File: config.mk
export PLATFORM = sky130hd
export DESIGN_NAME = ssd_bcd_conv
export DESIGN_NICKNAME = d
export VERILOG_FILES = /design/src/rtl/ssd_bcd_conv.sv
export SDC_FILE = /design/constraint.sdc
export NUM_CORES = 1
export LEC_CHECK = 0
export BUFFER_PORTS_ARGS = -buffer_cell sky130_fd_sc_hd__buf_2
export CORE_MARGIN = 4
export CORE_UTILIZATION = 51
export CTS_CLUSTER_SIZE = 40
export DETAILED_ROUTE_END_ITERATION = 16
export PLACE_DENSITY = 0.69
export SYNTH_ARGS = -nofsm -noshare
export SYNTH_HDL_FRONTEND = slang
export SYNTH_SLANG_ARGS = --single-unit
File: constraint.sdc
create_clock -name clk -period 3.8 [get_ports clk]
set_clock_uncertainty 0.15 [all_clocks]
set_input_delay 0.57 -clock clk [delete_from_list [all_inputs] [get_ports clk]]
set_output_delay 0.57 -clock clk [all_outputs]
set_load 0.05 [all_outputs]
File: src/rtl/ssd_bcd_conv.sv
// Sequential binary-to-BCD converter (shift-add-3, one bit per cycle) feeding the
// seven-segment display driver. The last result is held while a conversion runs.
module ssd_bcd_conv #(
  parameter int BIN_W      = 14,
  parameter int DIGITS     = 4,
  parameter int DATA_OUT_W = 4 * DIGITS
) (
  input  logic                  clk,
  input  logic                  rst,
  input  logic [BIN_W-1:0]      bin_in,
  input  logic                  valid_in,
  output logic                  ready_out,
  output logic [DATA_OUT_W-1:0] data_out,
  output logic                  valid_out,
  output logic                  ovf
);

  // One spare digit above the displayed ones absorbs values up to 2^BIN_W-1.
  localparam int SCR_W = BIN_W + 4 * (DIGITS + 1);
  localparam int BCD_W = 4 * (DIGITS + 1);
  localparam int CNT_W = $clog2(BIN_W + 1);
  localparam longint unsigned MAX_VAL = 64'(10 ** DIGITS) - 64'd1;

  typedef enum logic [1:0] {
    IDLE  = 2'd0,
    SHIFT = 2'd1,
    DONE  = 2'd2
  } state_t;

  state_t                state_q, state_d;
  logic [SCR_W-1:0]      scr_q, scr_d;
  logic [CNT_W-1:0]      cnt_q, cnt_d;
  logic                  ovfp_q, ovfp_d;
  logic [DATA_OUT_W-1:0] data_q, data_d;
  logic                  ovf_q, ovf_d;
  logic                  vout_q, vout_d;

  // One double-dabble iteration: correct every BCD nibble >= 5, then shift left.
  function automatic logic [SCR_W-1:0] dabble_step(input logic [SCR_W-1:0] s);
    logic [SCR_W-1:0] r;
    r = s;
    for (int i = 0; i < DIGITS + 1; i++) begin
      if (r[BIN_W + 4*i +: 4] >= 4'd5)
        r[BIN_W + 4*i +: 4] = r[BIN_W + 4*i +: 4] + 4'd3;
    end
    return {r[SCR_W-2:0], 1'b0};
  endfunction

  always_ff @(posedge clk or negedge rst) begin
    if (!rst) begin
      state_q <= IDLE;
      scr_q   <= '0;
      cnt_q   <= '0;
      ovfp_q  <= 1'b0;
      data_q  <= '0;
      ovf_q   <= 1'b0;
      vout_q  <= 1'b0;
    end else begin
      state_q <= state_d;
      scr_q   <= scr_d;
      cnt_q   <= cnt_d;
      ovfp_q  <= ovfp_d;
      data_q  <= data_d;
      ovf_q   <= ovf_d;
      vout_q  <= vout_d;
    end
  end

  always_comb begin
    state_d = state_q;
    scr_d   = scr_q;
    cnt_d   = cnt_q;
    ovfp_d  = ovfp_q;
    data_d  = data_q;
    ovf_d   = ovf_q;
    vout_d  = 1'b0;
    case (state_q)
      IDLE: begin
        if (valid_in) begin
          scr_d   = {{BCD_W{1'b0}}, bin_in};
          cnt_d   = CNT_W'(BIN_W);
          ovfp_d  = (64'(bin_in) > MAX_VAL);
          state_d = SHIFT;
        end
      end
      SHIFT: begin
        scr_d = dabble_step(scr_q);
        cnt_d = cnt_q - CNT_W'(1);
        if (cnt_q == CNT_W'(1))
          state_d = DONE;
      end
      DONE: begin
        // Out-of-range values saturate the display to all nines.
        data_d  = ovfp_q ? DATA_OUT_W'({DIGITS{4'h9}}) : scr_q[BIN_W +: DATA_OUT_W];
        ovf_d   = ovfp_q;
        vout_d  = 1'b1;
        state_d = IDLE;
      end
      default: state_d = IDLE;
    endcase
  end

  assign ready_out = (state_q == IDLE);
  assign data_out  = data_q;
  assign valid_out = vout_q;
  assign ovf       = ovf_q;

endmodule

==> flow_metrics.py <==
metrics = {
    "logic_synthesis": {
        "yosysUniqueCellTypes": 38,
        "synth.most_common_cell": "dfrtp_1",
        "syn-num-nets": 287,
        "ys_ff_latch": 55,
        "synth_area_leaders": "dfrtp_1 51%, nand2_1 5.8%, ha_1 4.7%",
        "synth_top_area_share_pct": 51.5,
        "synth-main-ff-cell": "dfrtp_1",
        "avgSynthCellArea_um2": 10.3,
        "syn-cell-area_um2": 2670,
        "synth_edf_count": 0,
        "async_flop_share_pct": 100,
        "ys_seq_area_share_pct": 51.5,
        "yosysTopAreaCell": "dfrtp_1",
        "synth_common_cells": "55 x dfrtp_1, 41 x nand2_1, 22 x o21ai_0",
        "ys_warn_count": 0,
        "netlist_instances": 260,
    },
    "clocking": {
        "cts_setup_buffers": 0,
        "cts_sinks": 55,
        "clk_latency_ns": 0.31,
        "clk_path_buf_depth": 2,
        "clk_transition_reported_paths_ns": 0.09,
        "cts_buffers": 5,
        "htreeDepth": 2,
        "hold_buffers": 0,
        "clockRootBuffer": "clkbuf_8",
        "post_cts_resize_count": 0,
        "cts_tree": "done",
    },
    "worst_hold_path": {
        "min_path_type": "in2async",
    },
    "floorplanning": {
        "rows": 26,
        "core_area_um2": 5110,
        "boundaryPins": 36,
        "die_w_um": 80.4,
        "die_h_um": 80.4,
        "initial_core_util_pct": 52.3,
        "dieArea_um2": 6460,
    },
    "drt": {
        "drc": 0,
        "routed_wire_length_per_instance_um": 14.0,
        "drt_pass1_iterations": 4,
        "avgViaCountPerCell": 5.46,
        "postRouteAntennaNets": 0,
        "num_vias": 1967,
        "drt_iter0_drc": 107,
        "wl_um": 5020,
    },
    "job": {
        "maxCapViolCount": 0,
    },
    "placement": {
        "port_buffers": 35,
        "place.gp.congestion": 0.829,
        "hpwl_um": 3560,
    },
    "global_route": {
        "grt_pass1_wl_um": 8780,
        "grtUsageMet1_pct": 23.2,
        "use_met3_pct": 4.04,
        "grt_max_degree": 40,
        "use_met2_pct": 27.7,
        "grt_use_total_pct": 17.5,
        "grt_pass1_vias": 1935,
        "grt-ovfl-total": 0,
        "busiest_layer": "met2",
        "antenna_found_initial": 0,
    },
    "sta": {
        "finalHoldViolCount": 0,
        "setup_tns_ns": 0,
        "worst_pin_slew_ns": 1.06,
        "fin_crit_sh_pct": 53.0,
        "rsz0062_at_grt": "false",
        "slew_headroom_pct": 29.3,
        "finalSetupViolations": 0,
        "layout_min_cycle_time_ns": 2.01,
        "whs_ns": 0.177,
        "slew_violations": 0,
        "max_freq_ghz": 0.496,
    },
    "layout": {
        "area_delta_synth_final_pct": 10.7,
        "n_antenna_cell": 0,
        "fin_nets": 316,
        "fillers": 474,
        "drive_gt1_share_pct": 16.9,
    },
    "run_status": {
        "outcome": "complete, no violations",
    },
    "power_and_ir_drop": {
        "total_leakage_power_nw": 1.36,
        "ir_drop_v": 0.000413,
        "power_density_nw_per_um2": 850,
    },
    "worst_setup_path": {
        "path_class": "reg2reg",
        "arrival_ns": 2.07,
        "startpoint_type": "register",
        "end_kind": "register",
        "critical_path.max_fanout": 34,
        "worst_ep_required_time_ns": 3.85,
    },
}
layout make-up:
| type | count | area (um2) | area share (%) |
|---|---|---|---|
| repair buffers | 38 | 198 | 6.68 |
| well taps | 70 | 87.6 | 2.96 |
| clock buffers | 8 | 100 | 3.38 |
| multi-input cells | 170 | 1120 | 38.0 |
| flip-flops and latches | 55 | 1380 | 46.5 |
| inverters | 19 | 71.3 | 2.41 |
layout by cell type, fill, tap and decap left out, types with 2 or more instances in the layout:
master / synthesis / routed
ha_1: 10 / 10
and3_1: 3 / 3
nand2_1: 41 / 41
dfrtp_1: 55 / 55
a21oi_1: 3 / 3
o311ai_1: 3 / 3
buf_2: 10 / 35
clkbuf_8: 0 / 7
o21ai_1: 8 / 8
xnor2_1: 3 / 3
o2111ai_1: 8 / 8
inv_1: 19 / 19
a32o_1: 4 / 4
o21a_1: 4 / 4
nor2_1: 9 / 9
mux2i_1: 12 / 12
o32ai_1: 3 / 3
o21ai_0: 22 / 22
nand2b_1: 2 / 2
o31ai_1: 13 / 13
buf_4: 3 / 3
o221ai_1: 4 / 4
nor2b_1: 5 / 4
through the flow:
stage / power, W / utilization (%) / setup slack, ns / cells / cell area, um2
after CTS: 0.00253 / 57.9 / 1.75 / 360 / 2960
after detailed placement: 0.00218 / 56.0 / 1.77 / 352 / 2860
after global routing: 0.00272 / 57.9 / 1.61 / 360 / 2960
after floorplan: 0.00193 / - / 1.92 / 260 / 2670
final: 0.00251 / 57.9 / 1.79 / 360 / 2960
after global placement: 0.00214 / 56.0 / 1.80 / 352 / 2860
sequential cells by signal, indices dropped and copies added (netlist names):
signal / cells
valid_out: 1
ovf: 1
scr_q: 30
ovfp_q: 1
data_out: 16
cnt_q: 4
state_q: 2
final timing paths:
check | startpoint | endpoint | slack, ns | cells after the start
min | rst | data_out[10] | 0.18 | 1
max | state_q[0] | ovf | 1.79 | 2
max reg2reg | state_q[0] | ovf | 1.79 | 2
min reg2reg | data_out[11] | data_out[11] | 0.33 | 2
min in group clk | bin_in[0] | scr_q[0] | 0.32 | 2
max in group asynchronous | rst | scr_q[14] | 2.57 | 2
power breakdown:
group	total (W)	switching, W	internal (W)	leakage (nW)
registers	0.000994	0.000184	0.000810	0.705
logic	0.00117	0.000773	0.000396	0.607
clock network	0.000352	0.000185	0.000167	0.0515
total	0.00251	0.00114	0.00137	1.36
logic make-up (layout without fill, tap and decap cells):
logic type | after synthesis | after routing | share of synthesized area (%)
AOI/OAI and AO/OA | 78 | 78 | 20.3
adders and majority gates | 10 | 10 | 4.68
muxes | 13 | 13 | 4.92
buffers and inverters | 35 | 65 | 6.51
xor gates and xnor gates | 3 | 3 | 0.983
DFF | 55 | 55 | 51.5
and+or+nand+nor | 66 | 66 | 11.1
layer usage:
layer | up-vias | routed length [um]
met1 | 926 | 2430
met3 | 8 | 299
met4 | 0 | 61
met5 | - | 0
li1 | 986 | -
met2 | 47 | 2230
critical path, cell delays in order (launching register included):
cell	delay [ns]
dfrtp_1	0.48
nand2b_1	0.85
mux2_2	0.42
No activity file was read; power rests on OpenSTA's default activity.
